===== config.mk =====
export PLATFORM = sky130hd
export DESIGN_NAME = fetch_ctrl_flat
export DESIGN_NICKNAME = d
export VERILOG_FILES = /design/src/rtl/fetch_ctrl_if.sv /design/src/rtl/fetch_ctrl.sv /design/src/flat_wrapper.sv
export SDC_FILE = /design/constraint.sdc
export NUM_CORES = 1
export LEC_CHECK = 0
export ABC_CLOCK_PERIOD_IN_PS = 1850
export CAP_MARGIN = 20
export CORE_AREA = 8 8 85 87
export CTS_CLUSTER_SIZE = 40
export DETAILED_ROUTE_END_ITERATION = 8
export DIE_AREA = 0 0 93 95
export DONT_BUFFER_PORTS = 1
export PLACE_DENSITY = 0.78
export SYNTH_ARGS = -nofsm -noshare
export SYNTH_HDL_FRONTEND = slang
export SYNTH_SLANG_ARGS = --single-unit

===== constraint.sdc =====
create_clock -name clk -period 1.85 [get_ports clk]
set_input_delay 0 -clock clk [delete_from_list [all_inputs] [get_ports clk]]
set_output_delay 0 -clock clk [all_outputs]
set_load 0.01 [all_outputs]

===== src/rtl/fetch_ctrl_if.sv =====
// Instruction-memory request/response bundle between the fetch sequencer and imem.
interface fetch_ctrl_if;
    logic        imem_req;
    logic [31:0] imem_addr;
    logic        imem_gnt;
    logic        imem_rsp_valid;
    logic [31:0] imem_rsp_data;

    modport master (
        output imem_req,
        output imem_addr,
        input  imem_gnt,
        input  imem_rsp_valid,
        input  imem_rsp_data
    );

    modport slave (
        input  imem_req,
        input  imem_addr,
        output imem_gnt,
        output imem_rsp_valid,
        output imem_rsp_data
    );
endinterface


===== src/rtl/fetch_ctrl.sv =====
// Fetch-stage sequencer: PC enable/select, single-outstanding imem handshake, F/D flush.
// Optional performance counters are built when FETCH_PERF_CNT_EN is defined.
module fetch_ctrl #(
    parameter logic [31:0] NOP_INSTR = 32'h0000_0013,
    parameter int          CNT_WIDTH = 32
) (
    input  logic                 clk,
    input  logic                 reset,
    input  logic [31:0]          F_pc_current,
    input  logic [1:0]           E_pc_src_sel,
    input  logic                 D_stall,
    fetch_ctrl_if.master         imem,
    output logic                 pc_en,
    output logic [1:0]           pc_sel,
    output logic [31:0]          F_instr,
    output logic [31:0]          F_instr_pc,
    output logic                 F_instr_valid,
    output logic                 FD_flush,
    output logic [CNT_WIDTH-1:0] perf_stall_cycles,
    output logic [CNT_WIDTH-1:0] perf_redirects
);

    typedef enum logic [2:0] {
        IDLE  = 3'd0,
        REQ   = 3'd1,
        WAIT  = 3'd2,
        DRAIN = 3'd3,
        VALID = 3'd4
    } state_t;

    state_t state, state_nxt;
    logic   redirect;
    logic   capture;
    logic   consume;

    // Select code 11 is reserved and folds into sequential fetch.
    assign redirect = (state != IDLE) &&
                      ((E_pc_src_sel == 2'b01) || (E_pc_src_sel == 2'b10));

    assign imem.imem_addr = F_pc_current;

    always_ff @(posedge clk or posedge reset) begin
        if (reset) begin
            state <= IDLE;
        end else begin
            state <= state_nxt;
        end
    end

    always_comb begin
        state_nxt     = state;
        imem.imem_req = 1'b0;
        pc_en         = 1'b0;
        pc_sel        = 2'b00;
        FD_flush      = 1'b0;
        capture       = 1'b0;
        consume       = 1'b0;

        if (redirect) begin
            pc_en    = 1'b1;
            pc_sel   = E_pc_src_sel;
            FD_flush = 1'b1;
        end

        case (state)
            IDLE: begin
                state_nxt = REQ;
            end
            REQ: begin
                imem.imem_req = 1'b1;
                if (imem.imem_gnt) begin
                    // A grant that coincides with a redirect fetched a stale address.
                    state_nxt = redirect ? DRAIN : WAIT;
                end
            end
            WAIT: begin
                if (imem.imem_rsp_valid) begin
                    if (redirect) begin
                        state_nxt = REQ;
                    end else begin
                        capture   = 1'b1;
                        state_nxt = VALID;
                    end
                end else if (redirect) begin
                    state_nxt = DRAIN;
                end
            end
            DRAIN: begin
                if (imem.imem_rsp_valid) begin
                    state_nxt = REQ;
                end
            end
            VALID: begin
                if (redirect) begin
                    state_nxt = REQ;
                end else if (!D_stall) begin
                    pc_en     = 1'b1;
                    consume   = 1'b1;
                    state_nxt = REQ;
                end
            end
            default: begin
                state_nxt = IDLE;
            end
        endcase
    end

    // Output register towards decode; a flush overrides any capture or hold.
    always_ff @(posedge clk or posedge reset) begin
        if (reset) begin
            F_instr       <= NOP_INSTR;
            F_instr_pc    <= 32'd0;
            F_instr_valid <= 1'b0;
        end else if (redirect) begin
            F_instr       <= NOP_INSTR;
            F_instr_valid <= 1'b0;
        end else if (capture) begin
            F_instr       <= imem.imem_rsp_data;
            F_instr_pc    <= F_pc_current;
            F_instr_valid <= 1'b1;
        end else if (consume) begin
            F_instr_valid <= 1'b0;
        end
    end

`ifdef FETCH_PERF_CNT_EN
    always_ff @(posedge clk or posedge reset) begin
        if (reset) begin
            perf_stall_cycles <= '0;
            perf_redirects    <= '0;
        end else begin
            if ((state == VALID) && D_stall && !redirect) begin
                perf_stall_cycles <= perf_stall_cycles + 1'b1;
            end
            if (redirect) begin
                perf_redirects <= perf_redirects + 1'b1;
            end
        end
    end
`else
    assign perf_stall_cycles = '0;
    assign perf_redirects    = '0;
`endif

endmodule


===== src/flat_wrapper.sv =====
// flat-port wrapper written by rule: the top's interface ports become plain ports
module fetch_ctrl_flat 
#(
    parameter logic [31:0] NOP_INSTR = 32'h0000_0013,
    parameter int          CNT_WIDTH = 32
)
  (clk, reset, F_pc_current, E_pc_src_sel, D_stall, pc_en, pc_sel, F_instr, F_instr_pc, F_instr_valid, FD_flush, perf_stall_cycles, perf_redirects, imem_imem_req, imem_imem_addr, imem_imem_gnt, imem_imem_rsp_valid, imem_imem_rsp_data);
  fetch_ctrl_if imem_i ();
  input  logic clk;
  input  logic reset;
  input  logic [31:0] F_pc_current;
  input  logic [1:0] E_pc_src_sel;
  input  logic D_stall;
  output logic pc_en;
  output logic [1:0] pc_sel;
  output logic [31:0] F_instr;
  output logic [31:0] F_instr_pc;
  output logic F_instr_valid;
  output logic FD_flush;
  output logic [CNT_WIDTH-1:0] perf_stall_cycles;
  output logic [CNT_WIDTH-1:0] perf_redirects;
  output wire logic [$bits(imem_i.imem_req)-1:0] imem_imem_req;
  output wire logic [$bits(imem_i.imem_addr)-1:0] imem_imem_addr;
  input wire logic [$bits(imem_i.imem_gnt)-1:0] imem_imem_gnt;
  input wire logic [$bits(imem_i.imem_rsp_valid)-1:0] imem_imem_rsp_valid;
  input wire logic [$bits(imem_i.imem_rsp_data)-1:0] imem_imem_rsp_data;
  assign imem_imem_req = imem_i.imem_req;
  assign imem_imem_addr = imem_i.imem_addr;
  assign imem_i.imem_gnt = imem_imem_gnt;
  assign imem_i.imem_rsp_valid = imem_imem_rsp_valid;
  assign imem_i.imem_rsp_data = imem_imem_rsp_data;
  fetch_ctrl #(.NOP_INSTR(NOP_INSTR), .CNT_WIDTH(CNT_WIDTH)) u_core (.clk(clk), .reset(reset), .F_pc_current(F_pc_current), .E_pc_src_sel(E_pc_src_sel), .D_stall(D_stall), .imem(imem_i), .pc_en(pc_en), .pc_sel(pc_sel), .F_instr(F_instr), .F_instr_pc(F_instr_pc), .F_instr_valid(F_instr_valid), .FD_flush(FD_flush), .perf_stall_cycles(perf_stall_cycles), .perf_redirects(perf_redirects));
endmodule

==> impl_summary.md <==
Status
The flow ran to the end, and the final reports show no timing, DRC or antenna violations.

Yosys
Synthesis instantiated 34 different standard cells from the library. The part of the Yosys area used for sequential elements is approximately 50%. Each instance of the synthesized netlist takes up on average 9.76 um2. After synthesis, the largest area contributor takes up a little under half of total cell area. The async set-reset flop share out of synthesis is between 90% and 100%.

The number of flops mapped to enable cells by yosys is 0. Ranked by instance count, the synthesized netlist is headed by nand2_1, buf_4, dfrtp_1. Synthesis inferred ~70 register bits. The area of the mapped netlist is 3420 um2. The number of warning messages in the yosys log is 0. Ranked by total cell area, the synthesized netlist is headed by dfrtp_1, buf_4, nand2_1, a22o_1, dfstp_2. The cell count after synthesis is roughly 350. The library cell with the largest summed area after synthesis is dfrtp_1. nand2_1 is the most common cell in the netlist. For this run, the leading register cell type out of synthesis is dfrtp_1.

Layout
The total number of nets in the final design is approximately 460. The finished layout holds between 400 and 500 standard cells, fillers aside. 0 antenna diodes ended up in the layout. The share of final-layout standard cells stronger than drive strength 1 is 7.59%. The area added between synthesis and finish is 16.0%.

Drt
In the routed design, unresolved DRC markers number 0. The detailed-route vias per instance is around 4.9. The count of nets left with antenna violations once routing finished came out at 0. For this block, the initial DRC count from the detailed router was 140. After detailed routing, the total wire length is around 9000 um. The total number of vias is between 2,000 and 2,500. The detailed-route wire length per cell is between 15 and 20 um.

The first detailed-routing pass ran for 4 iterations.

Place
The half-perimeter wire length after detailed placement is 5920 um. Input and output buffers added on the ports amount to 0. The global placer's final weighted congestion is a little under 0.8. The cell count after placement is 383.

Floorplan
The floorplan step defined a core boundary enclosing 5820 um2. around 240 I/O pins were placed. The height of the chip is about 95 um.

The initial core utilization is 58.9%. The full die area is about 8800 um2. After floorplanning, the core was divided into 28 placement rows.

The die extent in x is a little over 90 um.

Timing
The total negative setup slack is 0 ns. The count of final max-slew check failures was 0. Setup violations remaining at the end of the flow were counted as 0. The routed design could run at a clock period as short as between 1.5 and 2 ns. Based on the critical path, the design can be clocked at up to around 0.58 GHz.

The hold violation count in the final report is 0. The worst path uses roughly 90% of the clock period. Headroom to the max-slew limit came out at 65.3%.

The actual slew at the worst max-slew pin is 0.519 ns. Setup repair after global routing left no endpoint under its margin. Across the routed clock network, the largest skew measured is 0.00685 ns.

Critical path
The number of cells on the critical path is 4. The critical path data required time is 2.11 ns. The worst setup path is launched from a flip-flop.

The critical path capture point type is a flip-flop. The delay of the slowest cell on the worst path is roughly 0.6 ns. The signal on the critical path passes through mux2i_1 -> dlygate4sd3_1 -> nand3b_1 -> o21ai_1. The standard cell with the maximum stage delay on the critical path is dlygate4sd3_1. The critical path in this run is classified as flip-flop to flip-flop. The flop-to-flop setup slack is roughly 0.14 ns. The critical path data arrival time is 1.97 ns.

The worst reg-to-reg path cell count is 4. The maximum fanout encountered on the critical timing path is 13. The count of buffering cells on the critical path with inverters included is 1. In this design, the largest share of critical-path delay is due to buffers and inverters.

Worst hold path
The tightest min-delay check is of the primary input to output port type. The worst hold path depth is 0.

Pwr
Sequential cells burn 50.0% of the power. VDD sags by at most just under 700 uV. The clock share of power is ~28%. The internal portion of the total power is around 3.5 mW.

The combinational fraction of design power is a little over a fifth. The analysis attributes to net switching a power of between 1.5 and 2 mW. The areal power density over the cells is 1330 nW/um2. The leakage power is between 2 and 2.5 nW. The share of total power consumed by net switching is 34.6%.

Clock tree
Buffers added to address setup during post-CTS repair amount to 0. The CTS tree is done. Once the clock tree was built, the resizer swapped 0 gates to a different size. The buffer depth of the longest clock path is 2. Clock-pin slew was measured on the worst setup and hold paths at approximately 0.060 ns. The H-tree generated during clock tree synthesis spans 3 levels. The total clock buffers created by CTS is 9.

The cell sitting at the root of the clock tree is a clkbuf_8. The later pin in the worst-skew pair is clocked with a latency of approximately 0.34 ns. The clock drives a little under 70 sinks.

GRT
The total global routing overflow is 0. The met1 global-route usage is between 20 and 25%. In the global route stage, met3 resource usage came out at ~8.6%. Global routing used between 20 and 25% of the available tracks across all layers. Global routing consumed, on the met2 layer, 35.2% of the routing resources.

The number of antenna violations at the first check in global routing was 0. The global-route wire length before repair is 13,800 um. Entering global routing, the biggest net connects 65 pins.

The via count of the first global-routing pass was 2,577. The most crowded layer after global routing is met2.

Run
The reported max-cap violation count is 0.
## area by class of cell
class | instances | area (um2)
well taps | 75 | 93.8
clock buffers | 12 | 155
flip-flops and latches | 68 | 1710
repair buffers | 77 | 793
fillers | 399 | 1840
inverters | 3 | 11.3
multi-input cells | 231 | 1120
clock inverters | 4 | 95.1
## per-stage QoR
stage | setup WS (ns) | instance area (um2) | power, mW | hold slack [ns] | utilization (%)
2_1_floorplan | 0.143 | 3660 | 3.51 | 0.0503 | -
3_5_place_dp | 0.232 | 3010 | 3.67 | -0.0403 | 51.8
3_3_place_gp | 0.299 | 3010 | 3.60 | -0.0411 | 51.8
4_1_cts | 0.167 | 3970 | 5.31 | 0.0000786 | 68.3
6_report | 0.139 | 3970 | 5.28 | 0.00000481 | 68.3
5_1_grt | 0.0226 | 3970 | 5.62 | 0.0000135 | 68.3
## worst paths after layout
check                                   from                 end
max                          u_core.state[1]     u_core.state[0]
min                         F_pc_current[10]  imem_imem_addr[10]
max reg2reg                  u_core.state[1]     u_core.state[0]
min reg2reg                u_core.F_instr[0]   u_core.F_instr[0]
max in group asynchronous              reset   u_core.F_instr[1]
min in group asynchronous              reset  u_core.F_instr[12]
## state kept, by name, summed over array words and instances, names as in the netlist
| name | count |
|---|---|
| u_core.F_instr | 32 |
| u_core.F_instr_pc | 32 |
| u_core.state | 3 |
| u_core.F_instr_valid | 1 |
## power groups by stage
stage	clock network [mW]	registers [mW]	logic (mW)
global placement	0	2.65	0.949
CTS	1.53	2.64	1.14
global route	1.60	2.73	1.30
finish	1.49	2.64	1.15
floorplan	0	2.46	1.04
detailed placement	0	2.66	1.01
## what timing repair did
action | 4_1_cts | 5_1_grt
hold endpoints to repair | 93 | 0
setup endpoints to repair | 0 | 0
hold buffers | 71 | 0
## cells in the final DEF (no fill, tap or decap), types with 2 or more instances in the layout
cell | synthesis | routed
a21oi_1 | 3 | 3
a22o_1 | 29 | 29
buf_12 | 0 | 3
buf_4 | 100 | 3
bufinv_16 | 0 | 3
clkbuf_8 | 0 | 11
conb_1 | 1 | 64
dfrtp_1 | 65 | 65
dfstp_2 | 3 | 3
dlygate4sd3_1 | 0 | 71
inv_1 | 3 | 2
nand2_1 | 104 | 104
nand3_1 | 3 | 3
nor2_1 | 3 | 3
nor3b_1 | 3 | 3
o21ai_0 | 2 | 2
or3_1 | 2 | 2
## routing by layer
layer  vias to the layer above  share of wire, %  routed length (um)
li1                       1053                 -                   -
met1                      1094                34                3060
met2                       160                53                4690
met3                        14                11                 994
met4                         0               1.7                 149
met5                         -                 0                   0
## cells by family (layout without fill, tap and decap cells)
group | Yosys count | count (layout) | share of synthesized area, %
buffers and inverters | 115 | 96 | 24.5
AND/OR/NAND/NOR | 123 | 123 | 15.0
other | 1 | 64 | 0.110
flip-flops | 68 | 68 | 49.8
AO/OA/AOI/OAI | 40 | 40 | 9.46
XOR/XNOR | 2 | 2 | 0.512
multiplexers | 2 | 2 | 0.621
(Power assumes the default switching activity.)
